### src/rtl/oam_dma_if.sv
// oam_dma_if: CPU-side, memory-map and PPU-register signals around the OAM DMA sequencer.
interface oam_dma_if;
    logic        cpu_ce;
    logic [15:0] cpu_addr_i;
    logic        cpu_wr_i;
    logic [7:0]  cpu_data_i;
    logic        cpu_halt;
    logic [15:0] mem_addr;
    logic        mem_rd;
    logic [7:0]  mem_data_i;
    logic        ppu_cs;
    logic        ppu_rw;
    logic [2:0]  ppu_addr;
    logic [7:0]  ppu_data;
    logic        busy;
    logic        done;

    modport master (
        input  cpu_ce, cpu_addr_i, cpu_wr_i, cpu_data_i, mem_data_i,
        output cpu_halt, mem_addr, mem_rd, ppu_cs, ppu_rw, ppu_addr, ppu_data, busy, done
    );
    modport slave (
        output cpu_ce, cpu_addr_i, cpu_wr_i, cpu_data_i, mem_data_i,
        input  cpu_halt, mem_addr, mem_rd, ppu_cs, ppu_rw, ppu_addr, ppu_data, busy, done
    );
endinterface

### src/rtl/oam_dma.sv
// oam_dma: NES $4014 sprite DMA; halts the CPU and copies one 256-byte page
// into the PPU through OAMDATA, one byte per read/write CPU-cycle pair.
module oam_dma #(
    parameter logic [15:0] DMA_ADDR = 16'h4014,
    parameter logic [2:0]  OAM_REG  = 3'h4,
    parameter int          CNT_W    = 8
) (
    input logic       clk,
    input logic       rst,
    oam_dma_if.master bus
);
    localparam logic [2:0] IDLE  = 3'd0;
    localparam logic [2:0] HALT  = 3'd1;
    localparam logic [2:0] ALIGN = 3'd2;
    localparam logic [2:0] READ  = 3'd3;
    localparam logic [2:0] WRITE = 3'd4;

    logic [2:0]       state_q, state_d;
    logic [CNT_W-1:0] idx_q, idx_d;
    logic [7:0]       page_q, page_d;
    logic             parity_q;
    logic             trig, last;
    logic             done_q, mem_rd_q, ppu_cs_q, ppu_rw_q;
    logic [15:0]      mem_addr_q;
    logic [2:0]       ppu_addr_q;
    logic [7:0]       ppu_data_q;

    // Reads must land on even-parity (get) cycles, so HALT goes straight to READ
    // only when the cycle after it is even.
    always_comb begin
        trig    = bus.cpu_wr_i && (bus.cpu_addr_i == DMA_ADDR);
        last    = &idx_q;
        state_d = (state_q == IDLE)  ? (trig ? HALT : IDLE) :
                  (state_q == HALT)  ? (parity_q ? READ : ALIGN) :
                  (state_q == ALIGN) ? READ :
                  (state_q == READ)  ? WRITE :
                  (last ? IDLE : READ);
        page_d  = (state_q == IDLE && trig) ? bus.cpu_data_i : page_q;
        idx_d   = (state_q == WRITE) ? idx_q + CNT_W'(1) : idx_q;
    end

    // The byte latched at the end of READ is held directly in ppu_data_q.
    always_ff @(posedge clk or posedge rst) begin
        if (rst) begin
            state_q    <= IDLE;
            idx_q      <= '0;
            page_q     <= 8'h00;
            parity_q   <= 1'b0;
            done_q     <= 1'b0;
            mem_rd_q   <= 1'b0;
            mem_addr_q <= 16'h0000;
            ppu_cs_q   <= 1'b0;
            ppu_rw_q   <= 1'b1;
            ppu_addr_q <= 3'h0;
            ppu_data_q <= 8'h00;
        end else begin
            done_q <= bus.cpu_ce && (state_q == WRITE) && last;
            if (bus.cpu_ce) begin
                state_q    <= state_d;
                idx_q      <= idx_d;
                page_q     <= page_d;
                parity_q   <= ~parity_q;
                mem_rd_q   <= state_d == READ;
                mem_addr_q <= (state_d == READ) ? 16'({page_d, idx_d}) : 16'h0000;
                ppu_cs_q   <= state_d == WRITE;
                ppu_rw_q   <= state_d != WRITE;
                ppu_addr_q <= (state_d == WRITE) ? OAM_REG : 3'h0;
                ppu_data_q <= (state_d == WRITE) ? bus.mem_data_i : 8'h00;
            end
        end
    end

    assign bus.cpu_halt = state_q != IDLE;
    assign bus.busy     = state_q != IDLE;
    assign bus.done     = done_q;
    assign bus.mem_rd   = mem_rd_q;
    assign bus.mem_addr = mem_addr_q;
    assign bus.ppu_cs   = ppu_cs_q;
    assign bus.ppu_rw   = ppu_rw_q;
    assign bus.ppu_addr = ppu_addr_q;
    assign bus.ppu_data = ppu_data_q;
endmodule

### src/flat_wrapper.sv
// flat-port wrapper written by rule: the top's interface ports become plain ports
module oam_dma_flat 
#(
    parameter logic [15:0] DMA_ADDR = 16'h4014,
    parameter logic [2:0]  OAM_REG  = 3'h4,
    parameter int          CNT_W    = 8
)
  (clk, rst, bus_cpu_ce, bus_cpu_addr_i, bus_cpu_wr_i, bus_cpu_data_i, bus_mem_data_i, bus_cpu_halt, bus_mem_addr, bus_mem_rd, bus_ppu_cs, bus_ppu_rw, bus_ppu_addr, bus_ppu_data, bus_busy, bus_done);
  oam_dma_if bus_i ();
  input logic clk;
  input logic rst;
  input wire logic [$bits(bus_i.cpu_ce)-1:0] bus_cpu_ce;
  input wire logic [$bits(bus_i.cpu_addr_i)-1:0] bus_cpu_addr_i;
  input wire logic [$bits(bus_i.cpu_wr_i)-1:0] bus_cpu_wr_i;
  input wire logic [$bits(bus_i.cpu_data_i)-1:0] bus_cpu_data_i;
  input wire logic [$bits(bus_i.mem_data_i)-1:0] bus_mem_data_i;
  output wire logic [$bits(bus_i.cpu_halt)-1:0] bus_cpu_halt;
  output wire logic [$bits(bus_i.mem_addr)-1:0] bus_mem_addr;
  output wire logic [$bits(bus_i.mem_rd)-1:0] bus_mem_rd;
  output wire logic [$bits(bus_i.ppu_cs)-1:0] bus_ppu_cs;
  output wire logic [$bits(bus_i.ppu_rw)-1:0] bus_ppu_rw;
  output wire logic [$bits(bus_i.ppu_addr)-1:0] bus_ppu_addr;
  output wire logic [$bits(bus_i.ppu_data)-1:0] bus_ppu_data;
  output wire logic [$bits(bus_i.busy)-1:0] bus_busy;
  output wire logic [$bits(bus_i.done)-1:0] bus_done;
  assign bus_i.cpu_ce = bus_cpu_ce;
  assign bus_i.cpu_addr_i = bus_cpu_addr_i;
  assign bus_i.cpu_wr_i = bus_cpu_wr_i;
  assign bus_i.cpu_data_i = bus_cpu_data_i;
  assign bus_i.mem_data_i = bus_mem_data_i;
  assign bus_cpu_halt = bus_i.cpu_halt;
  assign bus_mem_addr = bus_i.mem_addr;
  assign bus_mem_rd = bus_i.mem_rd;
  assign bus_ppu_cs = bus_i.ppu_cs;
  assign bus_ppu_rw = bus_i.ppu_rw;
  assign bus_ppu_addr = bus_i.ppu_addr;
  assign bus_ppu_data = bus_i.ppu_data;
  assign bus_busy = bus_i.busy;
  assign bus_done = bus_i.done;
  oam_dma #(.DMA_ADDR(DMA_ADDR), .OAM_REG(OAM_REG), .CNT_W(CNT_W)) u_core (.clk(clk), .rst(rst), .bus(bus_i));
endmodule
### config.mk
export PLATFORM = sky130hd
export DESIGN_NAME = oam_dma_flat
export DESIGN_NICKNAME = d
export VERILOG_FILES = /design/src/rtl/oam_dma_if.sv /design/src/rtl/oam_dma.sv /design/src/flat_wrapper.sv
export SDC_FILE = /design/constraint.sdc
export NUM_CORES = 1
export LEC_CHECK = 0
export CAP_MARGIN = 10
export CORE_UTILIZATION = 46
export CTS_CLUSTER_DIAMETER = 100
export CTS_CLUSTER_SIZE = 12
export DETAILED_ROUTE_END_ITERATION = 12
export PLACE_DENSITY = 0.76
export SYNTH_ARGS = -nofsm -noshare
export SYNTH_HDL_FRONTEND = slang
export SYNTH_SLANG_ARGS = --single-unit
### constraint.sdc
create_clock -name clk -period 2.25 [get_ports clk]
set_input_delay 0.675 -clock clk [delete_from_list [all_inputs] [get_ports clk]]
set_output_delay 0.675 -clock clk [all_outputs]
set_load 0.03 [all_outputs]
==> results.py <==
metrics = {
    "run_status": {
        "outcome": "complete, no violations",
    },
    "hold_path": {
        "min_path_type": "reg2reg",
        "hold_path_end": "u_core.bus.mem_addr[4]",
        "hp-start": "u_core.bus.mem_addr[4]",
        "timing.hold.worst_path_depth": 1,
    },
    "pwr": {
        "p_leak_nw": 1.321,
        "power.share.switching": 0.3470,
        "seqPwrFrac": 0.408,
        "power.switching_mw": 0.9577,
        "ir_worst_vdd_uv": 710.5,
        "cell_internal_pwr_mw": 1.802,
        "p_clk_frac": 0.221,
        "power_frac_comb": 0.371,
        "p_per_area_nw_per_um2": 908.6,
    },
    "global_routing": {
        "grt.met2_usage": 0.3440,
        "global_route.peak_usage_layer": "met2",
        "met1_usage": 0.2680,
        "globalRouteTotalUtil": 0.2081,
        "antenna_found_initial": 0,
        "grtUsageMet3": 0.05195,
        "grt_pass1_vias": 1611,
        "grt_start_max_net_pins": 49,
        "wire_length_of_the_first_global_routing_pass_mm": 7.845,
        "overflow": 0,
    },
    "critical_path": {
        "reg2reg_slack_ns": 0.42,
        "timing.rr.end": "u_core.idx_q[7]",
        "rr_worst_depth": 5,
        "crit_path_start_kind": "input pin",
        "timing.critical_path.fanout_max": 8,
        "worst_ep_arrival_time_ns": 2.42,
        "crit_required_ns": 2.44,
        "path_class": "in2reg",
        "worstReg2RegStart": "u_core.state_q[0]",
        "crit_start": "bus_cpu_addr_i[9]",
        "critical_path.endpoint_type": "register",
    },
    "floorplan": {
        "num_rows": 24,
        "floorplan.die_area_um2": 4883,
        "die-width_um": 69.88,
        "dieHeight_um": 69.88,
        "ioPinCount": 69,
        "start_util": 0.4834,
        "core_region_area_um2": 4384,
    },
    "cells_and_area": {
        "antenna_diode_count": 0,
        "final_util": 0.6929,
        "filler_cell_count": 339,
        "synthesis_to_layout_area_growth_pct": 43.33,
        "area.sequential_um2": 1202,
        "multi_input_area_um2": 862.1,
        "final_nets": 290,
        "layout-drive-gt1-share": 0.1457,
        "finalInstanceArea_um2": 3038,
    },
    "placed_design": {
        "number_of_input_and_output_port_buffers_inserted": 66,
        "postPlaceCellArea_um2": 2888,
        "detailedPlace.worstSlack_ns": -0.3504,
        "gp_congestion": 0.7689,
        "hpwl_mm": 3.342,
    },
    "clocking": {
        "clock_sink_count": 48,
        "worst_skew_pair.late_latency_ns": 0.30,
        "ctsHtreeMaxLevel": 2,
        "clock_tree.buffer_depth": 2,
        "tritoncts.num_buffers": 5,
        "clk_pin_slew_ns": 0.09,
        "cts_tree": "built",
        "cts.root.buffer_cell": "clkbuf_8",
    },
    "timing": {
        "final.period_utilization": 0.9908,
        "slew_viol_final": 0,
        "final_hold_violation_count": 0,
        "final.min_clock_period_ns": 2.229,
        "hold_slack_ns": 0.4900,
        "fin_setup_tns_ns": 0,
        "final.setup.worst_slack_ns": 0.02063,
        "setup-violations-final": 0,
        "timing.fmax_mhz": 448.6,
        "max_clock_skew_ns": 0.005978,
    },
    "drt": {
        "detail_route.first_pass.iterations": 4,
        "wl_per_cell_um": 15.29,
        "antenna_violating_nets_post_route": 0,
        "drc_errors": 0,
        "via_per_inst": 5.291,
        "detailroute.via_count": 1619,
        "routed_wirelength_mm": 4.679,
        "detail_route.iter0.violations": 85,
    },
    "yosys": {
        "synth-async-reset-ratio": 1.000,
        "synth.cell_area_um2": 2120,
        "post_synth_inst_count": 179,
        "synth-edff-count": 0,
        "synthDominantCellAreaShare": 0.5549,
        "synth_seq_area_share": 0.5673,
        "synth_largest_area_cell": "dfrtp_1",
        "yosys_most_used_dff": "dfrtp_1",
        "syn-mean-instance-area_um2": 11.84,
        "synth.lib_cells_used.distinct": 40,
        "synth.top_cells.by_area": "dfrtp_1, o2bb2ai_1, xnor2_1, a22o_1, nand2_1",
        "count_of_yosys_warnings_during_synthesis": 0,
        "synth_seq_cells": 48,
    },
    "flow_run": {
        "max_cap_viol_count": 0,
    },
}
-- power groups by stage --
stage	registers [mW]	logic, mW	clock network [mW]
after floorplan	1.32	0.416	0
final	1.13	1.02	0.611
after detailed placement	1.14	1.04	0
after CTS	1.13	1.03	0.627
after global routing	1.15	1.10	0.662
after global placement	1.13	1.03	0
-- how the worst max path moves through the flow --
stage                                  end  depth (start not counted)
after global placement    u_core.page_q[1]                          5
after detailed placement  u_core.page_q[0]                          5
final                     u_core.page_q[0]                          5
after floorplan           u_core.page_q[0]                          4
after global routing      u_core.page_q[0]                          5
after CTS                 u_core.page_q[0]                          5
-- worst max-delay path: stages --
cell and delay (ns):
clkdlybuf4s50_1 0.39, or4bb_4 0.53, nor3_4 0.22, nand4_4 0.23, mux2_4 0.37
-- state kept, by name, indices dropped and copies added (netlist names) --
signal,flops
u_core.bus.mem_addr,16
u_core.bus.ppu_data,8
u_core.idx_q,8
u_core.page_q,8
u_core.state_q,3
u_core.bus.done,1
u_core.bus.mem_rd,1
u_core.bus.ppu_addr,1
u_core.bus.ppu_rw,1
u_core.parity_q,1
-- synth_stat cells (all sizes together) (2+ instances only) --
library cell,count
nor2,6
a21oi,2
mux2,9
dfrtp,47
xnor2,12
o21ai,4
nand2,17
xor2,3
or3b,2
or3,2
a21o,2
nor3,6
o31ai,3
nand3,6
a22o,8
nand4,4
o2bb2ai,13
or4,2
inv,5
clkbuf,8
buf,6
-- kinds of logic after synthesis --
group	after synthesis	share of synthesized area
AOI/OAI and AO/OA	34	0.1252
and+or+nand+nor	51	0.1429
other	1	0.001769
buffers and inverters	19	0.04250
xor gates and xnor gates	15	0.06199
adders and majority gates	1	0.005902
muxes	10	0.05254
DFF	48	0.5673
-- routing by layer --
metal,share of wire,wire length (um),up-vias
li1,-,-,774
met1,0.44,2078,799
met2,0.50,2341,37
met4,0.016,73,0
met5,0,0,-
met3,0.040,185,9
-- repair_timing --
| action | CTS | global route |
|---|---|---|
| pin swaps | 1 | 2 |
| resized for setup | 3 | 10 |
| hold buffers | 0 | 0 |
| buffers inserted | 0 | 1 |
| cloned | 0 | 0 |
| setup endpoints to repair | 7 | 8 |
-- cell type report --
type	instances	share of cell area
tap	52	0.02142
sequential	48	0.3958
clock buffer	7	0.02512
multi-input combinational	113	0.2838
timing repair buffer	80	0.2578
clock inverter	1	0.009885
inverter	5	0.006178
-- per-stage QoR --
step / std cells / power (mW)
after floorplan: 180 / 1.736
after global placement: 297 / 2.161
after detailed placement: 297 / 2.174
after CTS: 305 / 2.783
after global routing: 306 / 2.910
final: 306 / 2.760
-- cells in the final DEF (no fill, tap or decap), types with 4 or more instances in the layout --
| cell type | n |
|---|---|
| xnor2_1 | 12 |
| a22o_1 | 8 |
| nand2_1 | 17 |
| buf_4 | 13 |
| clkbuf_8 | 5 |
| mux2_4 | 5 |
| dfrtp_1 | 47 |
| mux2_2 | 4 |
| nor2_1 | 5 |
| o21ai_0 | 4 |
| clkdlybuf4s50_1 | 61 |
| nand3_1 | 6 |
| nor3_1 | 4 |
| o2bb2ai_1 | 13 |
| inv_1 | 4 |
Power figures use the tool's default switching activity.
